==> src/rtl/enc_pkg.sv <==
// Shared definitions for the encoder event queue: code width, the "no input
// active" code, the queued entry layout and the legal-code check.
package enc_pkg;

    localparam int ENC_W    = 8;
    localparam int DEF_TS_W = 8;
    localparam logic [ENC_W-1:0] NO_HIT = 8'hF0;

    typedef struct packed {
        logic [ENC_W-1:0]    code;
        logic [DEF_TS_W-1:0] ts;
    } enc_entry_t;

    // An encoder result is either an input index 0..15 or the no-hit marker.
    function automatic logic is_legal_code(input logic [ENC_W-1:0] code,
                                           input logic [ENC_W-1:0] no_hit);
        return (code[ENC_W-1:4] == '0) || (code == no_hit);
    endfunction

endpackage

==> src/rtl/enc_event_queue_if.sv <==
// Readout stream of the event queue: head entry plus valid/ready handshake.
interface enc_event_queue_if
    import enc_pkg::*;
#(
    parameter int TS_W = 8
);
    logic             out_valid;
    logic             out_ready;
    logic [ENC_W-1:0] out_code;
    logic [TS_W-1:0]  out_ts;

    modport master (output out_valid, output out_code, output out_ts, input out_ready);
    modport slave  (input out_valid, input out_code, input out_ts, output out_ready);
endinterface

==> src/rtl/enc_event_fifo.sv <==
// Generic synchronous FIFO with a registered head word; a pop request is
// ignored while empty and a push into a full FIFO is dropped unless a pop frees a slot.
module enc_event_fifo #(
    parameter int W     = 16,
    parameter int DEPTH = 8
) (
    input  logic                     clk,
    input  logic                     rst_n,
    input  logic                     i_push,
    input  logic [W-1:0]             i_din,
    input  logic                     i_pop,
    output logic                     o_valid,
    output logic [W-1:0]             o_dout,
    output logic [$clog2(DEPTH):0]   o_count,
    output logic                     o_drop
);
    localparam int PTR_W = $clog2(DEPTH);
    localparam int CNT_W = PTR_W + 1;

    logic [W-1:0]     r_mem [DEPTH];
    logic [PTR_W-1:0] r_wr_ptr;
    logic [PTR_W-1:0] r_rd_ptr;
    logic [CNT_W-1:0] r_count;
    logic [W-1:0]     r_head;

    logic             w_pop;
    logic             w_full;
    logic             w_push_ok;
    logic [PTR_W-1:0] w_rd_next;
    logic [CNT_W-1:0] w_remain;

    assign w_pop     = i_pop && (r_count != '0);
    assign w_full    = (r_count == CNT_W'(DEPTH));
    assign w_push_ok = i_push && (!w_full || w_pop);
    assign w_rd_next = r_rd_ptr + PTR_W'(w_pop);
    // Entries already stored that survive this edge's pop.
    assign w_remain  = r_count - CNT_W'(w_pop);

    always_ff @(posedge clk) begin
        if (w_push_ok) begin
            r_mem[r_wr_ptr] <= i_din;
        end
    end

    always_ff @(posedge clk or negedge rst_n) begin
        if (!rst_n) begin
            r_wr_ptr <= '0;
            r_rd_ptr <= '0;
            r_count  <= '0;
            r_head   <= '0;
        end else begin
            if (w_push_ok) begin
                r_wr_ptr <= r_wr_ptr + 1'b1;
            end
            r_rd_ptr <= w_rd_next;
            r_count  <= r_count + CNT_W'(w_push_ok) - CNT_W'(w_pop);
            // The new head is an older stored entry if one remains, otherwise
            // the word being pushed now bypasses the array.
            if (w_remain != '0) begin
                r_head <= r_mem[w_rd_next];
            end else if (w_push_ok) begin
                r_head <= i_din;
            end
        end
    end

    assign o_valid = (r_count != '0);
    assign o_dout  = r_head;
    assign o_count = r_count;
    assign o_drop  = i_push && w_full && !w_pop;

endmodule

==> src/rtl/enc_event_queue.sv <==
// Watches the priority encoder code, timestamps every change of the highest
// active input and queues it for a valid/ready readout.
module enc_event_queue
    import enc_pkg::ENC_W;
    import enc_pkg::is_legal_code;
#(
    parameter int               DEPTH  = 8,
    parameter int               TS_W   = 8,
    parameter logic [ENC_W-1:0] NO_HIT = enc_pkg::NO_HIT
) (
    input  logic                   clk,
    input  logic                   rst_n,
    input  logic                   ena,
    input  logic [ENC_W-1:0]       enc_code,
    input  logic                   clr_flags,
    enc_event_queue_if.master      out_if,
    output logic [$clog2(DEPTH):0] count,
    output logic                   overflow,
    output logic                   err
);
    logic [TS_W-1:0]       r_ts;
    logic [ENC_W-1:0]      r_last_code;
    logic                  r_overflow;
    logic                  r_err;

    logic                  w_legal;
    logic                  w_push;
    logic                  w_err_set;
    logic                  w_drop;
    logic [ENC_W+TS_W-1:0] w_head;

    assign w_legal   = is_legal_code(enc_code, NO_HIT);
    assign w_push    = ena && w_legal && (enc_code != r_last_code);
    assign w_err_set = ena && !w_legal;

    // Illegal codes never update last_code, so the next legal code is
    // compared against the last legal one.
    always_ff @(posedge clk or negedge rst_n) begin
        if (!rst_n) begin
            r_ts        <= '0;
            r_last_code <= NO_HIT;
            r_overflow  <= 1'b0;
            r_err       <= 1'b0;
        end else begin
            if (ena) begin
                r_ts <= r_ts + 1'b1;
                if (w_legal) begin
                    r_last_code <= enc_code;
                end
            end
            r_overflow <= w_drop    | (r_overflow & ~clr_flags);
            r_err      <= w_err_set | (r_err & ~clr_flags);
        end
    end

    enc_event_fifo #(
        .W     (ENC_W + TS_W),
        .DEPTH (DEPTH)
    ) u_fifo (
        .clk     (clk),
        .rst_n   (rst_n),
        .i_push  (w_push),
        .i_din   ({enc_code, r_ts}),
        .i_pop   (out_if.out_ready),
        .o_valid (out_if.out_valid),
        .o_dout  (w_head),
        .o_count (count),
        .o_drop  (w_drop)
    );

    assign out_if.out_code = w_head[TS_W +: ENC_W];
    assign out_if.out_ts   = w_head[TS_W-1:0];
    assign overflow        = r_overflow;
    assign err             = r_err;

endmodule

==> src/flat_wrapper.sv <==
// flat-port wrapper written by rule: the top's interface ports become plain ports
module enc_event_queue_flat import enc_pkg::ENC_W; import enc_pkg::is_legal_code;
#(
    parameter int               DEPTH  = 8,
    parameter int               TS_W   = 8,
    parameter logic [ENC_W-1:0] NO_HIT = enc_pkg::NO_HIT
)
  (clk, rst_n, ena, enc_code, clr_flags, count, overflow, err, out_if_out_valid, out_if_out_code, out_if_out_ts, out_if_out_ready);
  enc_event_queue_if #(.TS_W(TS_W)) out_if_i ();
  input  logic clk;
  input  logic rst_n;
  input  logic ena;
  input  logic [ENC_W-1:0] enc_code;
  input  logic clr_flags;
  output logic [$clog2(DEPTH):0] count;
  output logic overflow;
  output logic err;
  output wire logic [$bits(out_if_i.out_valid)-1:0] out_if_out_valid;
  output wire logic [$bits(out_if_i.out_code)-1:0] out_if_out_code;
  output wire logic [$bits(out_if_i.out_ts)-1:0] out_if_out_ts;
  input wire logic [$bits(out_if_i.out_ready)-1:0] out_if_out_ready;
  assign out_if_out_valid = out_if_i.out_valid;
  assign out_if_out_code = out_if_i.out_code;
  assign out_if_out_ts = out_if_i.out_ts;
  assign out_if_i.out_ready = out_if_out_ready;
  enc_event_queue #(.DEPTH(DEPTH), .TS_W(TS_W), .NO_HIT(NO_HIT)) u_core (.clk(clk), .rst_n(rst_n), .ena(ena), .enc_code(enc_code), .clr_flags(clr_flags), .out_if(out_if_i), .count(count), .overflow(overflow), .err(err));
endmodule
==> config.mk <==
export PLATFORM = sky130hd
export DESIGN_NAME = enc_event_queue_flat
export DESIGN_NICKNAME = d
export VERILOG_FILES = /design/src/rtl/enc_pkg.sv /design/src/rtl/enc_event_queue_if.sv /design/src/rtl/enc_event_fifo.sv /design/src/rtl/enc_event_queue.sv /design/src/flat_wrapper.sv
export SDC_FILE = /design/constraint.sdc
export NUM_CORES = 1
export LEC_CHECK = 0
export BUFFER_PORTS_ARGS = -buffer_cell sky130_fd_sc_hd__clkbuf_2
export CORE_MARGIN = 4
export CORE_UTILIZATION = 35
export DETAILED_ROUTE_END_ITERATION = 16
export HOLD_SLACK_MARGIN = 0.08
export SLEW_MARGIN = 20
export SYNTH_ARGS = -nofsm -noshare
export SYNTH_HDL_FRONTEND = slang
export SYNTH_SLANG_ARGS = --single-unit
==> constraint.sdc <==
create_clock -name clk -period 3.25 [get_ports clk]
set_input_delay 0.65 -clock clk [delete_from_list [all_inputs] [get_ports clk]]
set_output_delay 0.65 -clock clk [all_outputs]
set_load 0.05 [all_outputs]
==> metrics.yaml, run 1 <==
outcome:
  outcome: "completed"
sta:
  hold_viol: 0
  tightestPinTransition_ns: 0.670
  final.setup.worst_slack_ns: 0.375
  finClkSkew_ns: 0.00735
  timing.hold.ws_ns: 0.332
  worst_slew_margin_rel: 0.553
  fin_crit_sh: 0.885
  rsz0062_at_grt: "false"
  min_period_ns: 2.87
  timing.fmax_mhz: 348
  slew_viol_final: 0
  setup_violations: 0
routing:
  detail-route-antenna-nets: 0
  finalWirelength_um: 15000
  firstDrtPassIters: 4
  remaining_drc_errors: 0
  wl_per_cell_um: 20.3
  num_vias: 3805
  drt_iter0_markers: 275
  vias_per_cell: 5.14
global_route:
  antenna_found_initial: 0
  overflow: 0
  track_usage: 0.143
  grt_pass1_wl_um: 23700
  grt_max_degree: 45
  grt_pass1_vias: 4059
yosys:
  synthMuxAreaShare: 0.119
  synthAdderAreaFrac: 0.0226
  synth_top_area_cell: "edfxtp_1"
  synth_nets: 423
  synth-warning-count: 0
  synth_compound_gate_area_share: 0.0331
  yosys.area_share.simple: 0.0727
  synthTopCellsByCount: "edfxtp_1, dfrtp_1, nand2_1"
  synth_top_cell_area_share: 0.550
  synth_edf_count: 128
  yosysUniqueCellTypes: 37
  async_reset_ff_frac: 0.256
  synth.most_common_cell: "edfxtp_1"
  yosys_most_used_dff: "edfxtp_1"
  yosysSeqAreaShare: 0.708
  synth_top_family_by_area: "multiplexers"
  synth_xor_area_frac: 0.0263
  synth.avg_cell_area_um2: 17.6
  synth_area_leaders: "edfxtp_1, dfrtp_1, mux4_2"
  synthCells: 398
  synth-seq-cells: 172
  syn_area_um2: 6990
worst_setup_path:
  crit_type: "reg2reg"
  r2r_slack_ns: 0.38
  reg2regPathDepth: 10
  worstPathArrival_ns: 3.17
  worstReg2RegStart: "u_core.u_fifo.o_count[2]$_DFF_PN0_"
  max_stage_delay_ns: 0.54
  path_cells: "inv_1 -> ha_1 -> nand2_1 -> and2_1 -> ha_2 -> buf_4 -> mux4_2 -> nand2_1 -> nand3_1 -> o311a_1"
  worstPathRequired_ns: 3.55
  reg2reg_to: "u_core.u_fifo.o_dout[5]$_DFFE_PN0P_"
  critPathMaxFanout: 9
  critPathLaunchType: "flop"
  worst_path_most_repeated_cell: "nand2_1"
  critPathSlowestCell: "mux4_2"
  end_kind: "flop"
clock_tree:
  h-tree-depth: 4
  cts.sinks: 172
  clock_path_buffers: 2
  cts-root-buf: "clkbuf_16"
  cts_tree: "built"
  cts.hold.buffers_added: 0
  post_cts_resized: 0
  post_cts_buffers: 0
  clk_pin_slew_ns: 0.06
  numCtsBuffers: 17
  clock_latency_ns: 0.42
placement:
  place.gp.congestion: 0.770
  pre_cts_ws_ns: 0.343
  hpwlAfterDp_um: 9510
  port_buffers: 35
  placedCellCount: 708
final_layout:
  final_cells: 740
  multi_input_area_um2: 1960
  syn_to_final_growth_pct: 18.2
  seq_area_um2: 4950
  drive_above_1_share: 0.314
  final_core_util: 0.423
  nets: 487
  n_antenna_cell: 0
  n_fill_cell: 1765
floorplan:
  start_util: 0.358
  fp-row-count: 51
  dieArea_um2: 22300
  fp.dieH_um: 149
  ios: 36
  fp.dieW_um: 149
  core_area_um2: 19500
min_path:
  hold_path_class: "in2async"
power_and_ir_drop:
  powerDensity_nw_per_um2: 950
  p_leak_nw: 2.97
  ir_drop_v: 0.000718
run:
  cap_violations: 0
## report_power, final
| part | switching (mW) | total, mW | internal [mW] |
|---|---|---|---|
| Clock | 0.766 | 1.92 | 1.16 |
| Sequential | 0.331 | 3.07 | 2.74 |
| Combinational | 1.61 | 2.86 | 1.24 |
## layout by cell type (no fill, tap or decap), drive strengths merged
cell type  netlist  layout
nor2             4       4
mux4            32      32
mux2            10      10
ha              11      11
nand2           39      39
a31o             1       1
buf              8      28
nor4             2       2
o21ai            2       2
edfxtp         128     128
nand4            5       5
o311a           16      16
xor2             4       4
dfrtp           40      40
o22ai            2       2
o211a            1       1
and4             1       1
nor4b            4       4
fa               1       1
nor3             3       3
inv             11      11
bufinv           0       2
dfstp            4       4
nand2b           1       1
nand3           20      20
clkinv           1       9
a21oi            1       1
clkbuf          10      57
and2             1       1
or4             15      15
and3             2       2
xnor2           17      17
o211ai           1       1
## logic make-up after synthesis
logic type / count (synthesis)
buf+inv: 30
mux: 42
xor+xnor: 21
simple gates: 97
fa+ha+maj: 12
compound gates: 24
flops: 172
## routing by layer
layer,global-route usage,vias up,wire (um)
met5,0,-,0
met4,0.0435,0,170
met3,0.0319,13,524
met2,0.229,83,7450
met1,0.198,2002,6890
li1,-,1707,-
## worst max-delay path: cells and delay by family, from the launching register on
kind,cells,cell delay (ns)
adder cells (fa/ha/maj),2,0.71
multiplexers,1,0.54
AND/OR/NAND/NOR,4,0.46
buffers and inverters,2,0.46
flip-flops,1,0.43
AO/OA/AOI/OAI,1,0.15
## registers in the layout, summed over array words and instances (netlist names)
register	cells
u_core.u_fifo.o_dout	16
u_core.u_fifo.o_count	4
u_core.u_fifo.r_mem	128
u_core.err	1
u_core.u_fifo.r_wr_ptr	3
u_core.overflow	1
u_core.r_ts	8
u_core.u_fifo.r_rd_ptr	3
u_core.r_last_code	8
## through the flow
step	cell area, um2	total power [mW]	setup TNS [ns]
after floorplan	6990	5.16	-69.06
after global placement	7700	5.95	0
after detailed placement	7700	6.03	0
after CTS	8260	7.97	0
after global routing	8260	8.30	0
final	8260	7.85	0
## how the worst max path moves through the flow
stage | from | endpoint | slack (ns) | cells after the start
CTS | u_core.u_fifo.o_count[2]$_DFF_PN0_ | u_core.u_fifo.o_dout[5]$_DFFE_PN0P_ | 0.33 | 10
floorplan | enc_code[1] | u_core.u_fifo.r_mem[2][0]$_DFFE_PP_ | -0.76 | 5
global placement | enc_code[3] | u_core.u_fifo.o_count[2]$_DFF_PN0_ | 0.40 | 10
detailed placement | u_core.u_fifo.o_count[2]$_DFF_PN0_ | u_core.u_fifo.o_dout[5]$_DFFE_PN0P_ | 0.34 | 10
global route | u_core.u_fifo.o_count[2]$_DFF_PN0_ | u_core.u_fifo.o_dout[7]$_DFFE_PN0P_ | 0.17 | 10
finish | u_core.u_fifo.o_count[2]$_DFF_PN0_ | u_core.u_fifo.o_dout[5]$_DFFE_PN0P_ | 0.38 | 10
## layout make-up
class	instances	area share
multi-input cells	196	0.238
repair buffers	63	0.0497
clock inverters	10	0.0117
inverters	12	0.00545
well taps	265	0.0401
clock buffers	22	0.0562
flip-flops and latches	172	0.599
(Power assumes the default switching activity.)
==> inputs of run 2 (changes only) <==
CORE_UTILIZATION = 53   (was 35)
PLACE_DENSITY = 0.73   (was default)
REMOVE_ABC_BUFFERS = 1   (was default)
==> run 2 against run 1 <==
Clock skew increased by 0.0022 ns. Power is 0.40% lower. Sequential power about the same. Die area is 32% lower. Clock power about the same.
==> metrics.yaml, run 2 (synthesis gave the netlist of run 1 again) <==
worst_setup_path:
  end_kind: "flop"
  worstPathRequired_ns: 3.56
  critPathLaunchType: "flop"
  critPathMaxFanout: 9
  worstPathArrival_ns: 3.02
  crit_type: "reg2reg"
  reg2regPathDepth: 12
final_layout:
  final_common_cell: "edfxtp_1"
  final_cells: 649
  largest_reg_flops: 128
  drive_above_1_share: 0.321
  largest-register: "u_core.u_fifo.r_mem"
  mostFrequentLayoutCells: "edfxtp_1, dfrtp_1, nand2_1, clkbuf_2, mux4_2"
  syn_to_final_growth_pct: 16.5
  n_antenna_cell: 0
  nets: 489
power_and_ir_drop:
  switching_share: 0.351
  powerDensity_nw_per_um2: 960
  internal_power_mw: 5.07
  p_leak_nw: 2.97
  ir_drop_v: 0.000665
  p_switching_mw: 2.74
  p_seq_frac: 0.390
  clock_power_share: 0.246
  combinationalPowerShare: 0.364
global_route:
  track_usage: 0.214
  grt_pass1_wl_um: 23200
  overflow: 0
  grt_max_degree: 36
  grt_pass1_vias: 4129
  antenna_found_initial: 0
placement:
  port_buffers: 35
  place.gp.congestion: 0.766
  placedCellCount: 617
  hpwlAfterDp_um: 8860
sta:
  setup_violations: 0
  hold_viol: 0
  finClkSkew_ns: 0.00953
  slew_viol_final: 0
  tightestPinTransition_ns: 0.688
  worst_slew_margin_rel: 0.541
  timing.hold.ws_ns: 0.0894
  fin_crit_sh: 0.834
  min_period_ns: 2.71
  rsz0062_at_grt: "false"
  timing.fmax_mhz: 369
clock_tree:
  cts.sinks: 172
  post_cts_buffers: 0
  clock_latency_ns: 0.42
  cts.hold.buffers_added: 0
  post_cts_resized: 0
  numCtsBuffers: 17
  cts-root-buf: "clkbuf_16"
  clk_pin_slew_ns: 0.06
  cts_tree: "built"
  clock_path_buffers: 2
  h-tree-depth: 4
floorplan:
  start_util: 0.547
  core_area_um2: 12800
  fp.dieH_um: 123
  dieArea_um2: 15100
  ios: 36
  fp.dieW_um: 123
  fp-row-count: 41
routing:
  remaining_drc_errors: 0
  drt_iter0_markers: 343
  detail-route-antenna-nets: 0
  vias_per_cell: 5.96
  wl_per_cell_um: 22.1
  num_vias: 3867
  firstDrtPassIters: 4
  finalWirelength_um: 14300
outcome:
  outcome: "completed"
min_path:
  hold_path_class: "in2async"
run:
  cap_violations: 0
[run 2: final timing paths]
kind / slack, ns / start / end
setup / recovery: 0.54 / u_core.u_fifo.o_count[2]$_DFF_PN0_ / u_core.u_fifo.o_dout[2]$_DFFE_PN0P_
hold / removal: 0.09 / rst_n / u_core.u_fifo.o_count[0]$_DFF_PN0_
setup reg to reg: 0.54 / u_core.u_fifo.o_count[2]$_DFF_PN0_ / u_core.u_fifo.o_dout[2]$_DFFE_PN0P_
hold reg to reg: 0.53 / u_core.r_last_code[1]$_DFFE_PN0P_ / u_core.r_last_code[1]$_DFFE_PN0P_
max in group asynchronous: 2.38 / rst_n / u_core.u_fifo.o_dout[4]$_DFFE_PN0P_
min in group clk: 0.46 / clr_flags / u_core.overflow$_DFF_PN0_
[run 2: power by group through the flow]
stage / Clock, mW / Combinational (mW) / Sequential (mW)
after global routing: 2.06 / 3.12 / 3.09
after floorplan: 0 / 1.68 / 3.44
after detailed placement: 0 / 2.88 / 3.09
after global placement: 0 / 2.82 / 3.07
final: 1.92 / 2.85 / 3.05
after CTS: 1.96 / 2.90 / 3.05
[run 2: stage by stage]
stage | util | setup TNS, ns | cell area (um2) | total power, mW | setup slack [ns]
finish | 0.638 | 0 | 8140 | 7.82 | 0.539
global route | 0.638 | 0 | 8140 | 8.27 | 0.305
CTS | 0.638 | 0 | 8140 | 7.91 | 0.510
detailed placement | 0.594 | 0 | 7590 | 5.97 | 0.178
global placement | 0.594 | 0 | 7590 | 5.89 | 0.263
floorplan | - | -80.47 | 6910 | 5.12 | -0.760
[run 2: final cells by class]
cell class,count,area [um2]
repair buffers,65,413
inverters,12,45.0
flip-flops and latches,172,4950
fillers,908,4630
clock buffers,19,433
multi-input cells,196,1960
well taps,172,215
clock inverters,13,124
[run 2: metal layers]
metal / GRT usage / wire length [um]
met2: 0.332 / 7230
met1: 0.297 / 5960
met4: 0.0959 / 250
met5: 0 / 0
met3: 0.0406 / 877
[run 2: critical path, cell delays in order, from the launching register on]
cell and delay, ns:
dfrtp_1 0.41, inv_1 0.15, ha_1 0.19, nand2_1 0.06, and2_1 0.21, ha_2 0.19, ha_1 0.18, xnor2_1 0.20
clkinv_1 0.36, buf_4 0.32, nand2_1 0.08, nand3_1 0.09, o311a_1 0.15
==> inputs of run 3 (changes only) <==
ABC_AREA = 1   (was default)
PLACE_DENSITY = 0.7   (was 0.73)
clock period = 2.8 ns   (was 3.25 ns; I/O delays follow)
==> run 3 against run 2 <==
Global-route usage up 1.5 points. Combinational power increased by 49%. Highest routed layer unchanged. Clock power up 24%. Largest cell class unchanged.
==> metrics.yaml, run 3 <==
worst_setup_path:
  critPathLaunchType: "flop"
  end_kind: "flop"
  path_cells: "inv_1 -> ha_1 -> nand2_1 -> nand2_1 -> inv_1 -> ha_2 -> ha_1 -> buf_4 -> nand3_1 -> nand3_1 -> nand2_1 -> nand2_1 -> o21ai_0 -> nand2_1 -> nand2_1"
  cp.depth: 15
  critPathMaxFanout: 33
  crit_buf_inv: 3
  cp_top_family: "simple AND/OR/NAND/NOR gates"
  crit_type: "reg2reg"
  max_stage_delay_ns: 0.42
  worstPathRequired_ns: 3.12
  critPathSlowestCell: "dfrtp_1"
  worst_path_most_repeated_cell: "nand2_1"
  reg2regPathDepth: 15
  worstPathArrival_ns: 2.92
yosys:
  synth.avg_cell_area_um2: 10.7
  synth_edf_count: 128
  synth_area_leaders: "edfxtp_1, dfrtp_1, nand2_1"
  async_reset_ff_frac: 0.256
  yosysSeqAreaShare: 0.675
  synthCells: 685
  synth_top_cell_area_share: 0.524
  yosys_most_used_dff: "edfxtp_1"
  synth-seq-cells: 172
  synth-warning-count: 0
  synthTopCellsByCount: "nand2_1, edfxtp_1, nand3_1"
  yosysUniqueCellTypes: 26
  syn_area_um2: 7330
  synth_top_area_cell: "edfxtp_1"
  synth.most_common_cell: "nand2_1"
clock_tree:
  cts-root-buf: "clkbuf_16"
  cts.hold.buffers_added: 0
  numCtsBuffers: 17
  clock_path_buffers: 2
  post_cts_buffers: 0
  h-tree-depth: 4
  cts_tree: "built"
  post_cts_resized: 0
  cts.sinks: 172
  clk_pin_slew_ns: 0.06
  clock_latency_ns: 0.43
power_and_ir_drop:
  ir_drop_v: 0.000847
  finalPower_mw: 10.1
  powerDensity_nw_per_um2: 1200
  p_leak_nw: 3.54
routing:
  wl_per_cell_um: 18.2
  firstDrtPassIters: 4
  num_vias: 5142
  remaining_drc_errors: 0
  detail-route-antenna-nets: 0
  drt_iter0_markers: 485
  vias_per_cell: 5.53
  finalWirelength_um: 16900
final_layout:
  n_fill_cell: 1046
  fin_area_um2: 8440
  syn_to_final_growth_pct: 15.1
  nets: 765
  final_core_util: 0.630
  final_common_cell: "nand2_1"
  largest-register: "u_core.u_fifo.r_mem"
  n_antenna_cell: 0
  drive_above_1_share: 0.146
  mostFrequentLayoutCells: "nand2_1, edfxtp_1, nand3_1, dfrtp_1, clkbuf_2"
  largest_reg_flops: 128
sta:
  slew_viol_final: 0
  finClkSkew_ns: 0.00751
  rsz0062_at_grt: "false"
  fin_setup_tns_ns: 0
  timing.fmax_mhz: 385
  hold_viol: 0
  final.setup.worst_slack_ns: 0.205
  tightestPinTransition_ns: 0.623
  worst_slew_margin_rel: 0.585
  setup_violations: 0
  min_period_ns: 2.60
  fin_crit_sh: 0.927
placement:
  placed_area_um2: 7840
  port_buffers: 35
  pre_cts_ws_ns: 0.179
  place.gp.congestion: 0.884
  hpwlAfterDp_um: 10400
global_route:
  grt_pass1_wl_um: 27900
  antenna_found_initial: 0
  overflow: 0
  grt_pass1_vias: 5327
  grt_max_degree: 45
  track_usage: 0.228
run:
  cap_violations: 0
floorplan:
  fp-row-count: 42
  fp.dieH_um: 126
  fp.dieW_um: 126
  core_area_um2: 13400
  dieArea_um2: 15800
  start_util: 0.547
  ios: 36
outcome:
  outcome: "completed"
min_path:
  hold_path_class: "in2async"
[run 3: cell count changes after synthesis, moves of 10 or more]
cell	change
o21ai_0	+18
mux2_2	-10
or4_1	-14
nand3_1	+95
xnor2_1	-11
buf_2	+13
nor2_1	+20
mux4_2	-32
inv_1	+21
o311a_1	-16
nand2_1	+207
[run 3: power breakdown]
group          total, mW  switching, mW  internal [mW]
clock network       2.38          0.978           1.40
logic               4.24           2.93           1.32
registers           3.52          0.321           3.20
[run 3: layer usage]
| metal | global-route usage | share of wire |
|---|---|---|
| met5 | 0 | 0 |
| met4 | 0.0829 | 0.022 |
| met3 | 0.0533 | 0.073 |
| met2 | 0.377 | 0.49 |
| met1 | 0.299 | 0.41 |
[run 3: worst paths after layout]
kind,from,end,slack (ns)
max in group asynchronous,rst_n,u_core.u_fifo.o_dout[2]$_DFFE_PN0P_,2.15
worst min-delay path,rst_n,u_core.u_fifo.o_count[2]$_DFF_PN0_,0.24
worst max register to register,u_core.u_fifo.o_count[2]$_DFF_PN0_,u_core.u_fifo.o_dout[9]$_DFFE_PN0P_,0.20
min in group clk,clr_flags,u_core.overflow$_DFF_PN0_,0.35
worst max-delay path,u_core.u_fifo.o_count[2]$_DFF_PN0_,u_core.u_fifo.o_dout[9]$_DFFE_PN0P_,0.20
worst min register to register,u_core.r_last_code[4]$_DFFE_PN1P_,u_core.r_last_code[4]$_DFFE_PN1P_,0.49
[run 3: area by class of cell]
type / count / area, um2 / share of cell area
repair buffers: 67 / 440 / 0.0522
inverters: 37 / 139 / 0.0165
clock inverters: 15 / 173 / 0.0205
well taps: 176 / 220 / 0.0261
multi-input cells: 445 / 2090 / 0.248
flip-flops and latches: 172 / 4950 / 0.586
clock buffers: 17 / 425 / 0.0504
[run 3: cells by family after synthesis]
logic type / count (synthesis) / share of synthesized area
AOI/OAI and AO/OA: 25 / 0.0188
xor gates and xnor gates: 16 / 0.0201
adders and majority gates: 12 / 0.0215
buffers and inverters: 68 / 0.0399
DFF: 172 / 0.675
and+or+nand+nor: 392 / 0.225
[run 3: per-stage QoR]
stage,hold WS [ns],cells
global route,0.282,929
CTS,0.242,929
global placement,0.483,897
finish,0.237,929
floorplan,0.264,654
detailed placement,0.481,897
[run 3: worst register-to-register path: stages, from the launching register on]
cell and delay [ns]:
dfrtp_1 0.42, inv_1 0.14, ha_1 0.16, nand2_1 0.07, nand2_1 0.11, inv_1 0.11, ha_2 0.18, ha_1 0.29
buf_4 0.38, nand3_1 0.15, nand3_1 0.12, nand2_1 0.08, nand2_1 0.06, o21ai_0 0.09, nand2_1 0.09, nand2_1 0.05
